===== config.mk =====
export PLATFORM = sky130hd
export DESIGN_NAME = mem_stage
export DESIGN_NICKNAME = d
export VERILOG_FILES = /design/src/rtl/mem_stage.sv
export SDC_FILE = /design/constraint.sdc
export NUM_CORES = 1
export LEC_CHECK = 0
export CAP_MARGIN = 20
export CORE_AREA = 10 10 128 130
export DETAILED_ROUTE_END_ITERATION = 10
export DIE_AREA = 0 0 138 140
export PLACE_DENSITY = 0.74
export SETUP_SLACK_MARGIN = 0.02
export SKIP_LAST_GASP = 1
export SYNTH_ARGS = -nofsm -noshare
export SYNTH_HDL_FRONTEND = slang
export SYNTH_SLANG_ARGS = --single-unit

===== constraint.sdc =====
create_clock -name clk -period 2.86 [get_ports clk]
set_clock_uncertainty 0.1 [all_clocks]
set_input_delay 0.286 -clock clk [delete_from_list [all_inputs] [get_ports clk]]
set_output_delay 0.286 -clock clk [all_outputs]
set_load 0.01 [all_outputs]

===== src/rtl/mem_stage.sv =====
// rtl/mem_stage.sv - MEM pipeline stage: data-memory handshake with wait timeout and writeback register
// Optional build macro: MEM_ALIGN_CHECK_EN rejects memory ops whose address bits [2:0] are nonzero.
`ifndef WORD
`define WORD [31:0]
`endif

module mem_stage #(
   parameter int unsigned MAX_WAIT = 16
) (
   input  logic       clk,
   input  logic       rst_n,
   input  logic       ex_valid,
   input  logic `WORD ex_ALUOut,
   input  logic `WORD ex_w_data,
   input  logic [4:0] ex_rd,
   input  logic       ex_MemRead,
   input  logic       ex_MemWrite,
   input  logic       ex_RegWrite,
   input  logic       ex_MemtoReg,
   output logic       mem_stall,
   output logic       dm_req,
   output logic       dm_we,
   output logic `WORD dm_addr,
   output logic `WORD dm_wdata,
   input  logic       dm_ack,
   input  logic `WORD dm_rdata,
   output logic       wb_valid,
   output logic       wb_RegWrite,
   output logic [4:0] wb_rd,
   output logic `WORD wb_data,
   output logic       bus_err
);

   typedef enum logic {
      IDLE = 1'b0,
      WAIT = 1'b1
   } state_t;

   // Count value reached on the last WAIT cycle before the request is abandoned
   localparam logic [7:0] LAST_CNT = 8'(MAX_WAIT - 1);

   state_t     state_q, state_d;
   logic [7:0] cnt_q, cnt_d;

   // Request latched on entry to WAIT; held stable on the memory bus until ack/timeout
   logic `WORD addr_q, addr_d;
   logic `WORD wdata_q, wdata_d;
   logic [4:0] rd_q, rd_d;
   logic       we_q, we_d;
   logic       rw_q, rw_d;
   logic       m2r_q, m2r_d;

   logic       wb_valid_q, wb_valid_d;
   logic       wb_rw_q, wb_rw_d;
   logic [4:0] wb_rd_q, wb_rd_d;
   logic `WORD wb_data_q, wb_data_d;
   logic       bus_err_q, bus_err_d;

   logic       is_mem;
   logic       misaligned;

   assign is_mem = ex_MemRead | ex_MemWrite;

`ifdef MEM_ALIGN_CHECK_EN
   assign misaligned = |ex_ALUOut[2:0];
`else
   assign misaligned = 1'b0;
`endif

   // State and datapath registers; reset clears everything so the bus goes quiet at once
   always_ff @(posedge clk or negedge rst_n) begin
      if (!rst_n) begin
         state_q    <= IDLE;
         cnt_q      <= '0;
         addr_q     <= '0;
         wdata_q    <= '0;
         rd_q       <= '0;
         we_q       <= 1'b0;
         rw_q       <= 1'b0;
         m2r_q      <= 1'b0;
         wb_valid_q <= 1'b0;
         wb_rw_q    <= 1'b0;
         wb_rd_q    <= '0;
         wb_data_q  <= '0;
         bus_err_q  <= 1'b0;
      end else begin
         state_q    <= state_d;
         cnt_q      <= cnt_d;
         addr_q     <= addr_d;
         wdata_q    <= wdata_d;
         rd_q       <= rd_d;
         we_q       <= we_d;
         rw_q       <= rw_d;
         m2r_q      <= m2r_d;
         wb_valid_q <= wb_valid_d;
         wb_rw_q    <= wb_rw_d;
         wb_rd_q    <= wb_rd_d;
         wb_data_q  <= wb_data_d;
         bus_err_q  <= bus_err_d;
      end
   end

   // Next-state logic: issue/bypass in IDLE, ack-or-timeout resolution in WAIT (ack has priority)
   always_comb begin
      state_d    = state_q;
      cnt_d      = cnt_q;
      addr_d     = addr_q;
      wdata_d    = wdata_q;
      rd_d       = rd_q;
      we_d       = we_q;
      rw_d       = rw_q;
      m2r_d      = m2r_q;
      wb_valid_d = 1'b0;
      wb_rw_d    = 1'b0;
      wb_rd_d    = wb_rd_q;
      wb_data_d  = wb_data_q;
      bus_err_d  = 1'b0;

      case (state_q)
         IDLE: begin
            if (ex_valid) begin
               if (!is_mem) begin
                  wb_valid_d = 1'b1;
                  wb_rw_d    = ex_RegWrite;
                  wb_rd_d    = ex_rd;
                  wb_data_d  = ex_ALUOut;
               end else if (misaligned) begin
                  bus_err_d = 1'b1;
               end else begin
                  state_d = WAIT;
                  cnt_d   = '0;
                  addr_d  = ex_ALUOut;
                  wdata_d = ex_w_data;
                  rd_d    = ex_rd;
                  we_d    = ex_MemWrite;
                  rw_d    = ex_RegWrite;
                  m2r_d   = ex_MemtoReg;
               end
            end
         end
         WAIT: begin
            if (dm_ack) begin
               state_d    = IDLE;
               wb_valid_d = 1'b1;
               wb_rw_d    = rw_q & ~we_q;
               wb_rd_d    = rd_q;
               wb_data_d  = m2r_q ? dm_rdata : addr_q;
            end else if (cnt_q == LAST_CNT) begin
               state_d   = IDLE;
               bus_err_d = 1'b1;
            end else begin
               cnt_d = cnt_q + 8'd1;
            end
         end
         default: state_d = IDLE;
      endcase
   end

   assign mem_stall   = (state_q == WAIT);
   assign dm_req      = (state_q == WAIT);
   assign dm_we       = (state_q == WAIT) & we_q;
   assign dm_addr     = addr_q;
   assign dm_wdata    = wdata_q;
   assign wb_valid    = wb_valid_q;
   assign wb_RegWrite = wb_rw_q;
   assign wb_rd       = wb_rd_q;
   assign wb_data     = wb_data_q;
   assign bus_err     = bus_err_q;

endmodule


; After elaboration in Yosys (flattened, before gate mapping)
; Index checks and enable logic that the tools add are counted.
[classes]
addsub = 1
n_eq_ne = 7
muxes = 30
bitwise_logic = 5
n_reduce_logical = 3
[ops]
columns = operator, count
row1 = $mux 32, 4
row2 = $pmux 32 s2, 1
row3 = $mux 8, 4
row4 = $pmux 8 s2, 1
row5 = $mux 5, 3
row6 = $mux 1, 12
row7 = $ne 2x2->1 const B, 6
row8 = $pmux 5 s2, 1
row9 = $add 8x1->8 const B, 1
row10 = $eq 8x4->1 const B, 1
row11 = $pmux 1 s2, 4
row12 = $reduce_and 3->1, 2
row13 = $reduce_and 4->1, 1
row14 = $and 1x1->1, 2
row15 = $not 1->1, 2
row16 = $or 1x1->1, 1
[word_totals]
ff_bits = 121
inputBits = 109
output_inout_bits = 107

; Longest topological paths before layout
[depth]
word_depth = 4
depth_mapped = 6

; Worst setup path before layout
; Ideal clock, no wire load.
[synth_path]
path_type = flip-flop to flip-flop
startpoint = register state_q, in the netlist dm_req
endpoint = register wb_data_q, in the netlist wb_data[20]
arrival_time_ps = 1468
required_ps = 2635
slack_ps = 1167
path_stages_with_launch = 6
cell_sequence = dfrtp_1 nor2b_2 a22o_1 buf_2 buf_6 mux2_2
[synth_between]
elab_chain_len = 3
word_cells_on_any_way = 6
[synth_lines]
columns = item, line_no
row1 = from (decl), 42  ; state_t state_q, state_d;
row2 = from (signal assigned), 87  ; state_q <= state_d;
row3 = $not 1->1 (no line), -
row4 = $ne 2x2->1 (no line), -
row5 = $reduce_and 3->1 (no line), -
row6 = to (signal assigned), 98  ; wb_data_q <= wb_data_d;
row7 = to (decl), 56  ; logic `WORD wb_data_q, wb_data_d;
; Several ways; a longest one is shown, not always the timed one.
; A chain may end at the register's enable or synchronous reset.

; Worst setup path after layout
[layout_path]
startpoint = register state_q, in the netlist dm_req
endpoint = register wb_data_q, in the netlist wb_data[12]
; Same word-level chain as after synthesis.

==> flow_metrics.tcl <==
set metrics [dict create \
    clk_pin_slew_ps 60 \
    leakagePower_uw 0.003840 \
    yosysSeqAreaShare_pct 55.50 \
    io_buffers 215 \
    via_per_inst 4.878 \
    finalSetupTns_ps 0 \
    min_period_over_period_pct 68.87 \
    area_growth_pct 52.89 \
    hold_path.class "in2reg" \
    start_util_pct 39.61 \
    syn_inst 568 \
    fp.dieArea_sq_mm 0.01932 \
    peakVddDrop_uv 423.8 \
    core_area_sq_mm 0.01377 \
    firstDrtPassIters 5 \
    fin_ws_ps 890.4 \
    cts_max_path_buffers 2 \
    max_stage_delay_ps 460 \
    crit_fanout 22 \
    num_rows 43 \
    cp_slowest_cell "dfrtp_2" \
    ys_ff_latch 121 \
    syn_nets 678 \
    synth.top_cell.area_share_pct 55.50 \
    setup_viol 0 \
    grt_pass1_wl_um 26520 \
    crit_chain "nor2b_2 > a22o_2 > buf_12 > mux2_1" \
    die_w_um 138 \
    antenna_found_initial 1 \
    drtAntennaViolNets 0 \
    crit_required_ps 3040 \
    synth_ff_type "dfrtp_1" \
    worst-path-buf-inv 1 \
    final_common_cell "nand2_1" \
    vias 4722 \
    grt_util_all_layers_pct 16.77 \
    grt_max_degree 73 \
    layout_common_cells "215 x nand2_1, 214 x clkdlybuf4s50_1, 119 x dfrtp_1" \
    place_ws_ps 590.5 \
    netlist_area_sq_mm 0.005455 \
    hold_violations 0 \
    yosysTopAreaCell "dfrtp_1" \
    worstSkewPairLatency_ps 410 \
    yosys_warnings 0 \
    nNetsFinal 884 \
    crit_arrival_ps 2150 \
    cts_buffers 17 \
    globalRouteOverflowTotal 0 \
    routedWlPerCell_um 16.62 \
    synth_edf_count 0 \
    fmax_mhz 507.7 \
    drt_iter0_drc 235 \
    synth_area_leaders "dfrtp_1 56%, nand2_1 15%, mux2i_1 7.0%" \
    maxCapViolations 0 \
    io_pins 216 \
    fillers 1169 \
    critPathLaunchType "flop" \
    drt_wl_total_um 16090 \
    grt_setup_unrepaired "no" \
    htreeDepth 4 \
    dp_hpwl_um 11940 \
    cts_root_buf "clkbuf_16" \
    power.density_mw_per_mm2 821.2 \
    tightestPinTransition_ps 771.0 \
    outcome "completed" \
    synthArstFlopShare_pct 100.0 \
    multi_input_area_sq_mm 0.002208 \
    finalWeightedCongestion 0.8317 \
    cts_tree "done" \
    final_layout_size_suffix_gt1_share_pct 8.259 \
    grt_pass1_vias 4999 \
    clock-sinks 121 \
    regArea_sq_mm 0.003030 \
    dieHeight_um 140 \
    critPathTopFamily "flip-flops" \
    drc_errors 0 \
    crit_type "reg2reg" \
    maxSlewViolCount 0 \
    relSlewSlack_pct 48.60 \
    synth_cell_types 38 \
    avgSynthCellArea_sq_um 9.604 \
    fin_crit_ps 1970 \
    cp-end-kind "flop" \
]
report_power, final:
group          total (uW)  leakage, uW  switching (uW)  internal (uW)
Clock                2170     0.000301             713           1460
Combinational        2210      0.00206             972           1230
Sequential           2470      0.00147             296           2170
Total                6850      0.00384            1980           4870
registers in the layout (all words and copies together) (netlist names):
register / flops
dm_wdata: 32
rd_q: 5
we_q: 1
wb_valid: 1
cnt_q: 8
bus_err: 1
wb_RegWrite: 1
dm_req: 1
wb_data: 32
wb_rd: 5
rw_q: 1
dm_addr: 32
m2r_q: 1
synthesized netlist by cell type, types with 3 or more instances:
cell type  instances
and3_1             3
a21oi_1           39
buf_6              6
nand3_1            8
dfrtp_1          121
clkbuf_1          12
nor2_1            39
mux2i_1           38
o21ai_0            6
mux2_2            13
buf_2             15
mux2_1            19
nand2_1          216
through the flow:
stage | utilization [%] | hold WS, ps | cells | total power [uW] | instance area (sq um)
final | 60.56 | 303.8 | 968 | 6849 | 8341
after global routing | 60.56 | 301.9 | 968 | 7261 | 8341
after CTS | 60.54 | 289.5 | 967 | 6935 | 8338
after detailed placement | 56.04 | 311.2 | 934 | 4735 | 7719
after global placement | 56.04 | 311.1 | 934 | 4671 | 7719
after floorplan | - | -109.6 | 568 | 3403 | 5455
cell families after synthesis:
group	Yosys count	synth area share [%]
and+or+nand+nor	281	20.67
DFF	121	55.50
muxes	70	13.58
AOI/OAI and AO/OA	56	5.918
buffers and inverters	39	4.105
adders and majority gates	1	0.2293
routing by layer:
metal	routed length [um]	track usage, %	share of wire (%)
met3	1596	8.046	9.9
met2	7669	27.28	48
met4	369	6.881	2.3
met1	6455	18.47	40
met5	0	0	0
worst reg2reg max path: stages, from the launching register on:
cell	delay (ps)
dfrtp_2	460
nor2b_2	270
a22o_2	430
buf_12	230
mux2_1	350
cell type report:
cell class | instances | share of cell area (%)
diodes | 1 | 0.03000
clock buffers | 25 | 5.941
clock inverters | 7 | 1.365
inverters | 2 | 0.09001
multi-input cells | 408 | 26.48
flip-flops and latches | 121 | 36.33
well taps | 180 | 2.700
repair buffers | 224 | 27.06
final timing paths:
check | start | endpoint | cells past startpoint | slack, ps
max | dm_req$_DFF_PN0_ | wb_data[12]$_DFFE_PN0P_ | 4 | 890
min | ex_w_data[28] | dm_wdata[28]$_DFFE_PN0P_ | 3 | 300
max reg2reg | dm_req$_DFF_PN0_ | wb_data[12]$_DFFE_PN0P_ | 4 | 890
min reg2reg | rd_q[4]$_DFFE_PN0P_ | rd_q[4]$_DFFE_PN0P_ | 2 | 380
max in group asynchronous | rst_n | m2r_q$_DFFE_PN0P_ | 3 | 1450
min in group asynchronous | rst_n | dm_wdata[3]$_DFFE_PN0P_ | 2 | 380
timing repair:
item / 4_1_cts / 5_1_grt
hold endpoints to repair: 60 / 0
hold buffers: 1 / 0
buffers inserted: 0 / 0
endpoints found under the setup margin: 0 / 0
resized for setup: 0 / 0
No activity file was read; power rests on OpenSTA's default activity.
